$ cat src/rtl/fetch_ctrl_pkg.sv
`default_nettype none
// ============================================================================
// Module      : fetch_ctrl_pkg
// Description : Shared types and constants for the instruction-fetch
//               sequencer: FSM state encoding, input/output bundles, the
//               register record and the configured reset address.
// Revision    : 1.0  initial release
// ============================================================================
package fetch_ctrl_pkg;

    // Byte address fetched out of reset. Bit 1 selects the initial halfword.
    localparam logic [31:0] c_RESET_PC = 32'h0000_0000;

    typedef enum logic [1:0] {
        S_REQ  = 2'd0,  // ready to issue a request
        S_WAIT = 2'd1,  // one request outstanding, response will be forwarded
        S_DROP = 2'd2,  // one stale request outstanding, response is discarded
        S_HOLD = 2'd3   // response captured while the buffer was stalled
    } fetch_state_type;

    // Redirect source plus instruction-memory response.
    typedef struct packed {
        logic        redir_valid;
        logic [31:0] redir_pc;
        logic        imem_ready;
        logic [31:0] imem_rdata;
        logic        buf_stall;
    } fetch_ctrl_in_type;

    // Instruction-memory request plus buffer write port. The buffer-side
    // fields line up with the buffer's own input record.
    typedef struct packed {
        logic        imem_valid;
        logic [31:0] imem_addr;
        logic        ready;
        logic [31:0] pc;
        logic [31:0] rdata;
        logic        clear;
        logic        align;
    } fetch_ctrl_out_type;

    typedef struct packed {
        fetch_state_type state;
        logic [31:0]     fetch_pc;   // next address to request
        logic [31:0]     req_pc;     // address of the outstanding request
        logic [31:0]     hold_pc;    // address of the held response
        logic [31:0]     hold_data;  // held response word
    } fetch_reg_type;

    function automatic logic [31:0] word_align(input logic [31:0] addr);
        return {addr[31:2], 2'b00};
    endfunction

endpackage
`default_nettype wire

$ cat src/rtl/fetch_ctrl.sv
`default_nettype none
// ============================================================================
// Module      : fetch_ctrl
// Description : Instruction-fetch sequencer. Issues word-aligned requests to
//               instruction memory (one outstanding at a time), forwards each
//               response to the fetch buffer, flushes/realigns the buffer on
//               a redirect, discards stale responses and holds one response
//               while the buffer is stalled.
// Ports       : clock, reset       - clock, synchronous active-high reset
//               redir_valid/pc     - control-flow redirect from execute/CSR
//               imem_valid/addr    - memory request (accepted same cycle)
//               imem_ready/rdata   - memory response
//               buf_ready/pc/rdata - buffer write port
//               buf_clear/align    - buffer flush and halfword alignment
//               buf_stall          - buffer full, no write allowed
// Revision    : 1.0  initial release
// ============================================================================
module fetch_ctrl
    import fetch_ctrl_pkg::*;
#(
    parameter logic [31:0] RESET_PC = c_RESET_PC
) (
    input  logic        clock,
    input  logic        reset,
    input  logic        redir_valid,
    input  logic [31:0] redir_pc,
    output logic        imem_valid,
    output logic [31:0] imem_addr,
    input  logic        imem_ready,
    input  logic [31:0] imem_rdata,
    output logic        buf_ready,
    output logic [31:0] buf_pc,
    output logic [31:0] buf_rdata,
    output logic        buf_clear,
    output logic        buf_align,
    input  logic        buf_stall
);

    fetch_ctrl_in_type  w_in;
    fetch_ctrl_out_type w_out;
    fetch_reg_type      r_q;
    fetch_reg_type      r_d;
    logic               w_unused;

    assign w_in.redir_valid = redir_valid;
    assign w_in.redir_pc    = redir_pc;
    assign w_in.imem_ready  = imem_ready;
    assign w_in.imem_rdata  = imem_rdata;
    assign w_in.buf_stall   = buf_stall;

    // Redirect targets are halfword addresses; byte bit 0 carries no meaning.
    assign w_unused = w_in.redir_pc[0];

    always_comb begin
        r_d   = r_q;
        w_out = '0;

        if (reset) begin
            w_out.clear = 1'b1;
            w_out.align = RESET_PC[1];
        end else if (w_in.redir_valid) begin
            // Flush and realign immediately; nothing is issued or written.
            w_out.clear    = 1'b1;
            w_out.align    = w_in.redir_pc[1];
            r_d.fetch_pc   = word_align(w_in.redir_pc);
            case (r_q.state)
                // A request is in flight: absorb its response later unless
                // it is arriving right now, in which case it is dropped here.
                // DROP follows the same rule so a stale response that lands
                // on a second redirect cannot leave the FSM waiting forever.
                S_WAIT, S_DROP: r_d.state = w_in.imem_ready ? S_REQ : S_DROP;
                default:        r_d.state = S_REQ;
            endcase
        end else begin
            case (r_q.state)
                S_REQ: begin
                    if (!w_in.buf_stall) begin
                        w_out.imem_valid = 1'b1;
                        w_out.imem_addr  = r_q.fetch_pc;
                        r_d.req_pc       = r_q.fetch_pc;
                        r_d.fetch_pc     = r_q.fetch_pc + 32'd4;
                        r_d.state        = S_WAIT;
                    end
                end
                S_WAIT: begin
                    if (w_in.imem_ready) begin
                        if (!w_in.buf_stall) begin
                            // Forward and issue the next request in the same
                            // cycle to sustain one word per cycle.
                            w_out.ready      = 1'b1;
                            w_out.pc         = r_q.req_pc;
                            w_out.rdata      = w_in.imem_rdata;
                            w_out.imem_valid = 1'b1;
                            w_out.imem_addr  = r_q.fetch_pc;
                            r_d.req_pc       = r_q.fetch_pc;
                            r_d.fetch_pc     = r_q.fetch_pc + 32'd4;
                        end else begin
                            r_d.hold_pc   = r_q.req_pc;
                            r_d.hold_data = w_in.imem_rdata;
                            r_d.state     = S_HOLD;
                        end
                    end
                end
                S_HOLD: begin
                    if (!w_in.buf_stall) begin
                        w_out.ready = 1'b1;
                        w_out.pc    = r_q.hold_pc;
                        w_out.rdata = r_q.hold_data;
                        r_d.state   = S_REQ;
                    end
                end
                S_DROP: begin
                    if (w_in.imem_ready) begin
                        r_d.state = S_REQ;
                    end
                end
                default: r_d.state = S_REQ;
            endcase
        end
    end

    always_ff @(posedge clock) begin
        if (reset) begin
            r_q.state     <= S_REQ;
            r_q.fetch_pc  <= word_align(RESET_PC);
            r_q.req_pc    <= '0;
            r_q.hold_pc   <= '0;
            r_q.hold_data <= '0;
        end else begin
            r_q <= r_d;
        end
    end

    assign imem_valid = w_out.imem_valid;
    assign imem_addr  = w_out.imem_addr;
    assign buf_ready  = w_out.ready;
    assign buf_pc     = w_out.pc;
    assign buf_rdata  = w_out.rdata;
    assign buf_clear  = w_out.clear;
    assign buf_align  = w_out.align;

endmodule
`default_nettype wire

$ cat config.mk
export PLATFORM = sky130hd
export DESIGN_NAME = fetch_ctrl
export DESIGN_NICKNAME = d
export VERILOG_FILES = /design/src/rtl/fetch_ctrl_pkg.sv /design/src/rtl/fetch_ctrl.sv
export SDC_FILE = /design/constraint.sdc
export NUM_CORES = 1
export LEC_CHECK = 0
export ABC_AREA = 1
export BUFFER_PORTS_ARGS = -buffer_cell sky130_fd_sc_hd__buf_2
export CAP_MARGIN = 10
export CORE_UTILIZATION = 50
export DETAILED_ROUTE_END_ITERATION = 8
export HOLD_SLACK_MARGIN = 0.02
export PLACE_DENSITY = 0.76
export SYNTH_ARGS = -nofsm -noshare
export SYNTH_HDL_FRONTEND = slang
export SYNTH_SLANG_ARGS = --single-unit
$ cat constraint.sdc
create_clock -name clock -period 2.8 [get_ports clock]
set_input_delay 0.42 -clock clock [delete_from_list [all_inputs] [get_ports clock]]
set_output_delay 0.42 -clock clock [all_outputs]
set_load 0.02 [all_outputs]
==> summary.txt <==
Critical path
  – Element type at the critical path start: flip-flop
  – Crit Reg-Reg Startpoint: r_q[129]
  – Worst Setup SP: r_q[129]
  – Required time worst endpoint: 2380 ps
  – Arrival @ worst endpoint: ~2300 ps
  – Number of buffer and inverter instances along the worst setup path: 3
  – Critical path cell sequence: inv_1 > ha_2 > o21ai_4 > buf_4 > a21oi_1 > buf_2
  – Flop2flop setup slack: 690 ps
  – Maximum fanout along the worst path: 22
  – Type of the worst setup path: reg2out
  – Cell family contributing the most delay on the critical path: compound AO/OA/AOI/OAI gates
  – Slowest CP cell: sky130_fd_sc_hd__o21ai_4
  – Crit path capture type: output pin
  – Terminus of the critical flop-to-flop path: r_q[40]
  – Critical path's largest stage delay: 600 ps
  – R2R cell count: 7

Timing
  – Setup repair after global routing missed its margin: no
  – Aggregate negative setup slack: 0 ps
  – Count of endpoints failing setup in the final report: 0
  – Pins over their slew limit: 0
  – Worst Tran Pin Value: 1110 ps
  – Min Tclk post-route: 2670 ps
  – Top achievable clock speed: 375 MHz
  – Portion of the clock cycle consumed by the worst path in the final layout: 95.3%
  – Setup skew after layout: approximately 6.4 ps
  – Number of hold violations in the final report: 0
  – Worst rel slew slack: 26.1%

Synthesis
  – Most common cell in the synthesized netlist: sky130_fd_sc_hd__nand2_1
  – Async set or reset register ratio after synthesis: 0%
  – Post-synth net total: 1141
  – Flip-flop and latch count after synthesis: 130
  – Area leader, netlist: sky130_fd_sc_hd__dfxtp_1
  – Leading register cell type out of synthesis: sky130_fd_sc_hd__dfxtp_1
  – Distinct cell type count after synthesis: 27
  – Post-synthesis average cell area: 6.44 um2
  – Number of synthesized flops with an enable pin: 0
  – Number of instances in the synthesized netlist: 1066
  – Part of the Yosys area used for sequential elements: 37.9%
  – Top cells by area, synth: sky130_fd_sc_hd__dfxtp_1 (38%), sky130_fd_sc_hd__nand2_1 (21%), sky130_fd_sc_hd__a21oi_1 (16%)
  – Cell types with the highest counts after synthesis: sky130_fd_sc_hd__nand2_1 (381), sky130_fd_sc_hd__a21oi_1 (216), sky130_fd_sc_hd__dfxtp_1 (130)
  – Number of warnings reported in the yosys synthesis log: 0
  – Area of the mapped netlist: between 0.006 and 0.007 mm2
  – Post-synth top area share: 37.9%

GRT
  – Via count of the first global-routing pass: 6452
  – Global-route wire length before repair: 32000 um
  – Global-route usage over all layers: 28.2%
  – Global route overflow: 0
  – Pin count of the biggest net entering global routing: between 60 and 70
  – Initial antenna violation count: 0

Finish
  – Share of layout cells above drive strength 1: 20.6%
  – Number of nets in the layout: 1273
  – Flip-flop count of the largest register after layout: 130
  – Antenna diode count: 0
  – Largest registers: r_q: 130 flops
  – Core Util, Final: 62.8%
  – Area growth from synthesis to final layout: 21.7%
  – Reg with most FFs: r_q

Floorplanning
  – Die Y: 119 um
  – Placeable core area: around 0.013 mm2
  – Initial Utilization: 51.6%
  – Die X-Extent: 119 um
  – IO Pins: 169
  – Area of the die: 0.0142 mm2
  – Standard-cell rows: 42

Detailed routing
  – Pre-antenna DRT Iters: 4
  – Initial DRC Count: 607
  – Routed wire length: a little under 20000 um
  – Post-detailed-route count of antenna-violating nets: 0
  – Residual DRC count: 0
  – Average detailed-routed wire length per instance: 14.3 um
  – Vias post-DR: 7383
  – Routed vias/inst: 5.32

CTS
  – Clock slew at reported path FFs: 60 ps
  – Cell chosen for the clock root: sky130_fd_sc_hd__clkbuf_16
  – Hold buffer count at cts: 0
  – Num CTS Buffers: 17
  – H-tree levels: 4
  – Insertion delay to the later sink of the worst-skew pair: 420 ps
  – # clock sinks: 130
  – Maximum clock insertion buffer count: 2
  – TritonCTS clock tree: yes

Placement
  – Half-perimeter wire length after detailed placement: 13200 um
  – PortBufs: approximately 170
  – Weighted congestion reported at the end of routability-driven placement: about 0.96

Run
  – Max cap viols: 0

Worst hold path
  – Launch point of the worst hold path: imem_rdata[27]
  – Min-Delay Path Depth: 3
  – Hold/Removal Path Class: in2reg
  – Endpoint with the worst hold slack: r_q[27]

Power and ir drop
  – IR Drop Worst-Case VDD: 0.437 mV
  – Switching power as a share of total power: around 29%
  – Clock share of power: 44.7%
  – Pint: approximately 4000 uW
  – Switching Power: roughly 1700 uW
  – Comb pwr share: 16.4%
  – Power share of the sequential group: 38.9%
  – Power density over the cells: 677 mW/mm2
  – Leakage dissipation: roughly 0.0032 uW

Run status
  – Run status: complete, no violations
==> final cells by class <==
class,instances,area [um2]
fillers,1265,4940
flip-flops and latches,130,2600
clock buffers,19,443
repair buffers,179,963
inverters,53,205
multi-input cells,817,3680
well taps,176,220
clock inverters,13,233
==> cells in the final DEF (no fill, tap or decap), types with 11 or more instances in the layout <==
cell type	n
sky130_fd_sc_hd__a21oi_1	216
sky130_fd_sc_hd__inv_1	42
sky130_fd_sc_hd__nor2_2	11
sky130_fd_sc_hd__clkbuf_16	17
sky130_fd_sc_hd__nor2_1	78
sky130_fd_sc_hd__nand3_1	24
sky130_fd_sc_hd__o21ai_1	29
sky130_fd_sc_hd__buf_2	167
sky130_fd_sc_hd__dfxtp_1	130
sky130_fd_sc_hd__o21ai_0	41
sky130_fd_sc_hd__nand2_1	381
==> power groups by stage <==
stage / clock [uW] / sequential, uW / combinational [uW]
6_report: 2530 / 2200 / 928
5_1_grt: 2640 / 2220 / 1040
4_1_cts: 2550 / 2190 / 917
3_5_place_dp: 0 / 2230 / 909
3_3_place_gp: 0 / 2230 / 899
2_1_floorplan: 0 / 2180 / 700
==> what timing repair did <==
item | in CTS | in global routing
buffers inserted | 0 | 0
gates resized for setup | 0 | 2
endpoints found under the setup margin | 0 | 56
==> worst min-delay path: stages <==
cell and delay, ps:
sky130_fd_sc_hd__buf_2 100, sky130_fd_sc_hd__nand2_1 50, sky130_fd_sc_hd__a21oi_1 50
==> worst max-delay path by stage <==
stage	end	slack [ps]	depth (start not counted)
5_1_grt	buf_rdata[20]	3	6
3_5_place_dp	buf_pc[2]	480	8
2_1_floorplan	imem_addr[10]	670	9
3_3_place_gp	buf_pc[12]	490	8
4_1_cts	buf_pc[2]	20	8
6_report	buf_pc[12]	130	6
==> routing by layer <==
metal	up-vias	GRT usage, %	routed length, um
met5	-	0	0
met4	0	12.9	558
met3	35	4.79	1340
met2	274	43.1	8910
met1	3350	38.8	9050
li1	3724	-	-
==> cell families after synthesis <==
kind of cell	count (synthesis)	share of synthesized area, %
flip-flops	130	37.9
XOR/XNOR	8	1.02
AND/OR/NAND/NOR	509	29.7
buffers and inverters	119	8.55
AO/OA/AOI/OAI	294	21.7
adder cells (fa/ha/maj)	6	1.09
==> per-stage QoR <==
| stage | total power, uW | instances | area, um2 | hold WS (ps) | setup WS, ps |
|---|---|---|---|---|---|
| global route | 5900 | 1387 | 8350 | 259 | 3.40 |
| global placement | 3120 | 1355 | 7670 | 449 | 495 |
| floorplan | 2880 | 1066 | 6860 | 437 | 667 |
| detailed placement | 3140 | 1355 | 7670 | 453 | 482 |
| finish | 5650 | 1387 | 8350 | 259 | 130 |
| CTS | 5660 | 1387 | 8350 | 248 | 24.4 |
Power figures use the tool's default switching activity.
